File: src/rtl/alu_ctrl_pkg.sv
// alu_ctrl_pkg
//   Shared definitions for the arbitrated ALU slice: FSM state encoding,
//   3-bit ALUOp constants and a helper that flags out-of-range shifts.
//   No ports; imported by alu and alu_arbiter.
package alu_ctrl_pkg;

  localparam int DATA_W = 32;
  localparam int OP_W   = 3;

  // FSM state encoding
  localparam logic [1:0] ST_IDLE = 2'd0;
  localparam logic [1:0] ST_EXEC = 2'd1;
  localparam logic [1:0] ST_RESP = 2'd2;

  // ALUOp encoding; 110 and 111 are reserved and produce zero
  localparam logic [2:0] OP_ADD = 3'b000;
  localparam logic [2:0] OP_SUB = 3'b001;
  localparam logic [2:0] OP_AND = 3'b010;
  localparam logic [2:0] OP_OR  = 3'b011;
  localparam logic [2:0] OP_SRL = 3'b100;
  localparam logic [2:0] OP_SRA = 3'b101;

  // The whole 32-bit B is the shift amount, so anything >= 32 shifts
  // every bit of A out.
  function automatic logic shift_oob(input logic [DATA_W-1:0] amt);
    return (amt >= 32'd32);
  endfunction

endpackage

File: src/rtl/alu_arbiter_alu.sv
// alu
//   Combinational 32-bit ALU.
//   Ports:
//     a, b : input  [31:0] operands (b is also the shift amount)
//     op   : input  [2:0]  ALUOp
//     c    : output [31:0] result
module alu
  import alu_ctrl_pkg::*;
(
  input  logic [DATA_W-1:0] a,
  input  logic [DATA_W-1:0] b,
  input  logic [OP_W-1:0]   op,
  output logic [DATA_W-1:0] c
);

  always_comb begin
    c = '0;
    case (op)
      OP_ADD: c = a + b;
      OP_SUB: c = a - b;
      OP_AND: c = a & b;
      OP_OR:  c = a | b;
      // Only the low 5 bits select the in-range shift; larger amounts
      // saturate to all-zero or all-sign.
      OP_SRL: c = shift_oob(b) ? '0 : (a >> b[4:0]);
      OP_SRA: c = shift_oob(b) ? {DATA_W{a[DATA_W-1]}}
                               : DATA_W'($signed(a) >>> b[4:0]);
      default: c = '0;
    endcase
  end

endmodule

File: src/rtl/alu_arbiter.sv
// alu_arbiter
//   Two requesters share one ALU through an IDLE -> EXEC -> RESP FSM with
//   round-robin arbitration (1-bit pointer, requester 0 favoured after reset).
//   Ports:
//     clk, reset                 : clock (rising edge), async active-high reset
//     reqN_valid/_a/_b/_op       : requester N operation (N = 0, 1)
//     reqN_ready                 : requester N accepted this cycle (IDLE only)
//     rsp_valid, rsp_c, rsp_id   : result, owner of the result
//     rsp_ready                  : consumer takes the result
module alu_arbiter
  import alu_ctrl_pkg::*;
(
  input  logic              clk,
  input  logic              reset,
  input  logic              req0_valid,
  input  logic [DATA_W-1:0] req0_a,
  input  logic [DATA_W-1:0] req0_b,
  input  logic [OP_W-1:0]   req0_op,
  output logic              req0_ready,
  input  logic              req1_valid,
  input  logic [DATA_W-1:0] req1_a,
  input  logic [DATA_W-1:0] req1_b,
  input  logic [OP_W-1:0]   req1_op,
  output logic              req1_ready,
  output logic              rsp_valid,
  input  logic              rsp_ready,
  output logic [DATA_W-1:0] rsp_c,
  output logic              rsp_id
);

  logic [1:0]        state_q;
  logic              ptr_q;
  logic [DATA_W-1:0] a_q;
  logic [DATA_W-1:0] b_q;
  logic [OP_W-1:0]   op_q;
  logic              id_q;
  logic [DATA_W-1:0] alu_c;
  logic              idle;
  logic              grant0;
  logic              grant1;

  // Requester 1 wins when it is alone or when the pointer favours it on a
  // tie; requester 0 wins every other valid case, so the two are exclusive.
  // Readies are gated with reset so they drop without waiting for a clock.
  assign idle       = (state_q == ST_IDLE) && !reset;
  assign grant1     = req1_valid && (!req0_valid || ptr_q);
  assign grant0     = req0_valid && !grant1;
  assign req0_ready = idle && grant0;
  assign req1_ready = idle && grant1;

  assign rsp_valid  = (state_q == ST_RESP);
  assign rsp_id     = id_q;

  alu u_alu (
    .a  (a_q),
    .b  (b_q),
    .op (op_q),
    .c  (alu_c)
  );

  always_ff @(posedge clk or posedge reset) begin
    if (reset) begin
      state_q <= ST_IDLE;
      ptr_q   <= 1'b0;
      a_q     <= '0;
      b_q     <= '0;
      op_q    <= '0;
      id_q    <= 1'b0;
      rsp_c   <= '0;
    end else begin
      case (state_q)
        ST_IDLE: begin
          if (grant0 || grant1) begin
            a_q     <= grant1 ? req1_a  : req0_a;
            b_q     <= grant1 ? req1_b  : req0_b;
            op_q    <= grant1 ? req1_op : req0_op;
            id_q    <= grant1;
            // Hand priority to whichever requester did not just win.
            ptr_q   <= !grant1;
            state_q <= ST_EXEC;
          end
        end
        ST_EXEC: begin
          rsp_c   <= alu_c;
          state_q <= ST_RESP;
        end
        ST_RESP: begin
          if (rsp_ready) begin
            state_q <= ST_IDLE;
          end
        end
        default: state_q <= ST_IDLE;
      endcase
    end
  end

endmodule

File: config.mk
export PLATFORM = sky130hd
export DESIGN_NAME = alu_arbiter
export DESIGN_NICKNAME = d
export VERILOG_FILES = /design/src/rtl/alu_ctrl_pkg.sv /design/src/rtl/alu_arbiter_alu.sv /design/src/rtl/alu_arbiter.sv
export SDC_FILE = /design/constraint.sdc
export NUM_CORES = 1
export LEC_CHECK = 0
export CAP_MARGIN = 40
export CORE_MARGIN = 8
export CORE_UTILIZATION = 55
export DETAILED_ROUTE_END_ITERATION = 10
export GPL_ROUTABILITY_DRIVEN = 0
export PLACE_DENSITY = 0.86
export SYNTH_ARGS = -nofsm -noshare
export SYNTH_HDL_FRONTEND = slang
export SYNTH_SLANG_ARGS = --single-unit
File: constraint.sdc
create_clock -name clk -period 9 [get_ports clk]
set_clock_uncertainty 0.2 [all_clocks]
set_input_delay 1.35 -clock clk [delete_from_list [all_inputs] [get_ports clk]]
set_output_delay 1.35 -clock clk [all_outputs]
set_load 0.02 [all_outputs]
After elaboration in Yosys (flattened, before gate mapping)
Index checks and enable logic that the tools add are counted.
Storage, ports and cells
  bits in registers: 103
  bits of input ports: 139
  output and inout port bits: 36
Cells by class
  add/sub/neg operators: 2
  magnitude comparators: 1
  equal/unequal tests: 9
  shifts and indexed selects: 2
  muxes and demuxes: 9
  bitwise gates (word level): 2
  reduce and logical (&&, ||, !) cells: 14
Operator list (count)
  $pmux 32 s6: 1
  $mux 32: 4
  $add 32x32->32: 1
  $and 32x32->32: 1
  $ge 32x6->1 const B: 1
  $or 32x32->32: 1
  $shr 32x5->32: 1
  $sshr 32x5->32: 1
  $sub 32x32->32: 1
  $eq 3x2->1 const B: 2
  $eq 3x3->1 const B: 2
  $pmux 2 s3: 1
  $logic_and 1x1->1: 5
  $mux 2: 2
  $ne 2x1->1 const B: 2
  $reduce_and 2->1: 2
  $eq 3x1->1 const B: 1
  $logic_not 1->1: 3
  $logic_not 3->1: 1
  $mux 3: 1
  $eq 2x1->1 const B: 1
  $eq 2x2->1 const B: 1
  $logic_not 2->1: 1
  $logic_or 1x1->1: 2

Depth between registers and ports, before layout
  depth in word-level cells: 8
  mapped depth: 20

Hierarchy
A second synthesis with hierarchy kept.
Second synthesis, totals
  cell total of the unflattened synthesis: 1318
  area, all modules: 10308.6 sq um
By module, submodules not included
  alu: times used 1, cells each 841, area each 5594.1 sq um, seq. area each 0.0 sq um
  alu_arbiter: times used 1, cells each 477, area each 4714.5 sq um, seq. area each 2577.5 sq um

Worst setup path after synthesis
OpenSTA, ideal clock, no wires.
  path type: in2out
  from: input port reset
  to: output port req0_ready
  arrival: 4.097 ns
  data required time: 7.450 ns
  path slack: 3.353 ns
  stages: 2
  buffers on the path: 0
  cells stage by stage: inv_1 -> and4_1
Between the ends
  longest elaborated chain between the ends: 3
RTL lines
  from (decl): RTL line alu_arbiter.sv:14  | input logic reset,
  $logic_not 1->1 (no source line)
  $logic_and 1x1->1: RTL line alu_arbiter.sv:45  | assign idle = (state_q == ST_IDLE) && !reset;
  $logic_and 1x1->1: RTL line alu_arbiter.sv:48  | assign req0_ready = idle && grant0;
  to (decl): RTL line alu_arbiter.sv:19  | output logic req0_ready,
No other way between the ends.

Final worst setup path
  from: register op_q[1]
  to: register rsp_c[30]
Between the ends
  longest elaborated chain between the ends: 2
RTL lines
  from (decl): RTL line alu_arbiter.sv:35  | logic [OP_W-1:0] op_q;
  from (signal assigned): RTL line alu_arbiter.sv:76  | op_q <= grant1 ? req1_op : req0_op;
  $eq 3x3->1 (tied with other cells): RTL line alu_arbiter_alu.sv:18  | case (op)
  $pmux 32 s6 *: RTL line alu_arbiter_alu.sv:18
  to (signal assigned): RTL line alu_arbiter.sv:84  | rsp_c <= alu_c;
  to (decl): RTL line alu_arbiter.sv:27  | output logic [DATA_W-1:0] rsp_c,
Every way passes the cells marked *; elsewhere a longest branch is shown, timed or not.
A chain may end at the register's enable or synchronous reset.

==> summary by stage <==
Clocking
At the later pin of the worst-skew pair, clock insertion delay measures roughly 0.37 ns. TritonCTS built the clock tree. The number of setup buffers added after CTS is 0. CTS placed an instance of clkbuf_16 at the clock tree root. TritonCTS created 9 clock buffers.

The deepest clock path buffer count is 2. The clock-pin slew of the registers on the worst-case setup and hold paths is 0.08 ns. The post-cts repair resize count is 0. The hold buffer count at cts is 0. The H-tree was split into 3 levels.

The number of sinks driven by the clock tree is 103.

Routing
Before antenna repair, the detailed router went through 11 iterations. The number of nets still failing antenna checks after routing is 0. The total via count in the routed design is 10328.

The wire length after detailed routing is 33600 um. Using the TritonRoute via totals, the vias-per-cell ratio works out to 6.96. After the first detailed-routing iteration, the DRC count stood at 2191.

Dividing the detail-routed wire length by the instance count gives 22.6 um. In the routed design, unresolved DRC markers number 5.

Synthesis
The count of flip-flops with a built-in enable after synthesis is 0. Counting flops and latches in the post-synthesis netlist gives 103. For this run, asynchronously set or reset flops after synthesis account for 100%. Of all cell types, the one taking the most synthesized area is dfrtp_1. Of the post-synthesis cell area, the dominant cell type holds 27.7%.

The count of yosys warnings during synthesis is 0. The number of different library cells in the post-synthesis netlist is between 70 and 80. The top flip-flop cell by instance count after synthesis is dfrtp_1. The gate count of the mapped netlist is between 1000 and 1500. The synthesized netlist net count is 1322. After synthesis, the mean cell area works out to approximately 8 um2. The share of the yosys chip area belonging to registers is between 20 and 30%.

In the post-synthesis netlist, the biggest area contributors are dfrtp_1, a222oi_1, nand2_1, ha_1, o21ai_0. The post-synth design cell area is between 9000 and 10000 um2.

STA
For the finished layout, the period the worst path requires is between 5 and 6 ns. The final critical path takes up 59.3% of the cycle. The aggregate negative setup slack is 0 ns. The maximum clock rate is 0.187 GHz. The final number of max-transition violations came to 0.

The worst-margin pin slew is 0.879 ns. Setup repair after global routing left no endpoint under its margin. The minimum hold slack is 0.295 ns. Across all setup checks in the final design, the least slack found is about 3.7 ns. The worst pin sits at a relative slew slack of 41.2%. Setup violations remaining at the end of the flow were counted as 0. The number of hold violations in the final report came to 0.

Worst setup path
The worst setup path is captured at a flip-flop. Together, buffers and inverters on the worst path number 0. The setup path with the least slack is of type reg2reg. In this run the worst path has a maximum fanout of 19. The worst setup path is launched from a flip-flop. The worst-case reg-to-reg path depth is 14. The number of logic stages on the critical path including buffering is 14. On the worst path, the slowest cell contributes a delay of 0.76 ns. The master of the slowest instance on the critical path is nor2_1. The category of cells accounting for the largest share of critical-path delay is simple AND/OR/NAND/NOR gates. Traced cell by cell, the critical path runs through nor2_1 -> and2_0 -> nor2_1 -> xnor2_1 -> ha_1 -> nor2b_1 -> o211ai_1 -> and3b_1 -> o31ai_2 -> a221o_1 -> o211ai_1 -> a211o_1 -> and4_1 -> or3_1. The critical path data required time is a little over 9 ns. The data arrival time of the worst path is roughly 5.4 ns.

Status
The flow ran to the end, but the final reports show violations. The checks that failed: design-rule violations.

Die
175 I/O pins were placed. The initial cell density of the core is 56.2%. The cell row count is 47. The die width is 146 um. The full die area is around 21000 um2.

The die height is 146 um. The floorplan step defined a core boundary enclosing 16500 um2.

Finish
The final layout contains 1432 nets. Of the cells placed in the final design, the portion with a size suffix greater than 1 is under 10%. The footprint of the flip-flops and latches is 2580 um2. The area growth from synthesis to layout is 23.2%.

Fill cells in the final layout number 1276. The final standard cell count with taps included and fillers excluded is 1483. The count of antenna diodes in the layout is 0. Summing all multi-input logic gate instances after layout gives 6020 um2.

Place
The post-detailed-placement half-perimeter wirelength is 25600 um. Input and output buffers added on the ports amount to between 150 and 200. OpenSTA, run right after detailed placement, puts the worst setup slack at roughly 3.8 ns. The number of cells in the design after placement is 1466.

Run
The max capacitance violation total is 0.

Global routing
The maximum number of pins on one net before global-route repair is 71. Summed over all layers, the global routing overflow is 0. The number of antenna violations at the first check in global routing is 0. The number of global-route vias before repair was 9751.

In the global route stage, overall resource usage came out at a little under a third. The first global-routing pass estimated 52700 um of wire.

Min path
The count of cells along the worst hold path is 1. The path class of the lowest-slack min-delay path is reg2reg.
==> synth_stat cells, types with 8 or more instances <==
library cell  number
o211ai_1           8
clkbuf_1          72
a22oi_1            9
ha_1              34
nand4_1            9
a31oi_1           18
maj3_1            24
xnor2_1           27
o21ai_0           82
buf_1             13
mux4_2            13
nand3_1           17
dfrtp_1          103
mux2i_1           34
o21a_1             9
inv_1             84
a21oi_1           80
a211oi_1          15
nor3_1            26
nor2b_1            8
xor2_1            27
nand2_1          138
o31ai_1           11
a222oi_1          68
nor2_1            70
==> final timing paths <==
check / start / endpoint / slack (ns)
max: op_q[1] / rsp_c[30] / 3.66
min: rsp_id / rsp_id / 0.29
max reg2reg: op_q[1] / rsp_c[30] / 3.66
min reg2reg: rsp_id / rsp_id / 0.29
max in group asynchronous: reset / b_q[2] / 6.22
min in group asynchronous: reset / b_q[23] / 1.24
==> through the flow <==
step	area, um2	utilization (%)
floorplan	9290	-
global placement	11100	66.9
detailed placement	11100	67.1
CTS	11400	69.2
global route	11400	69.2
finish	11400	69.2
==> routing by layer <==
metal	part of all wire, %	global-route usage (%)
met1	39	41.1
met2	41	43.3
met3	15	12.0
met4	4.4	12.6
met5	0	0
==> worst reg2reg max path, stage by stage, from the launching register on <==
cell	delay [ns]
dfrtp_1	0.58
nor2_1	0.76
and2_0	0.76
nor2_1	0.12
xnor2_1	0.16
ha_1	0.36
nor2b_1	0.20
o211ai_1	0.12
and3b_1	0.21
o31ai_2	0.36
a221o_1	0.30
o211ai_1	0.19
a211o_1	0.39
and4_1	0.21
or3_1	0.33
==> placed cells by master (no fill, tap or decap), types with 6 or more instances in the layout <==
cell type / count
o21a_1: 9
nand4_1: 9
nand3_1: 17
a2111oi_0: 6
a211oi_1: 15
mux4_2: 13
inv_1: 83
a222oi_1: 68
ha_1: 34
clkdlybuf4s50_1: 174
o211ai_1: 8
a22oi_1: 9
buf_4: 18
a221o_1: 7
dfrtp_1: 103
nor4_1: 6
nor2b_1: 8
xor2_1: 27
a21oi_1: 80
nor2_1: 70
mux2i_1: 34
a31oi_1: 18
maj3_1: 24
o21ai_0: 82
nor3_1: 25
a311oi_1: 7
xnor2_1: 27
clkbuf_16: 9
a221oi_1: 6
nand2_1: 138
a21o_1: 7
nand2b_1: 7
o31ai_1: 11
==> layout make-up <==
cell class / instances / area share (%)
flip-flops and latches: 103 / 22.5
clock inverters: 6 / 0.875
multi-input cells: 864 / 52.6
clock buffers: 10 / 2.09
well taps: 220 / 2.41
inverters: 86 / 2.84
repair buffers: 194 / 16.6
==> flip-flops by register name (all words and copies together), names as in the netlist <==
name / cells
ptr_q: 1
state_q: 2
rsp_c: 32
op_q: 3
a_q: 32
rsp_id: 1
b_q: 32
==> cell families (layout without fill, tap and decap cells) <==
family	count (synthesis)	after routing	synth area share, %
simple gates	321	321	16.1
xor+xnor	54	54	5.09
mux	52	52	7.42
flops	103	103	27.7
buf+inv	181	296	7.61
fa+ha+maj	59	59	7.38
compound gates	378	378	28.6
Power is left out: the tool's default activity adds up to more than one toggle a clock period on the data nets, which glitch-free logic cannot reach.
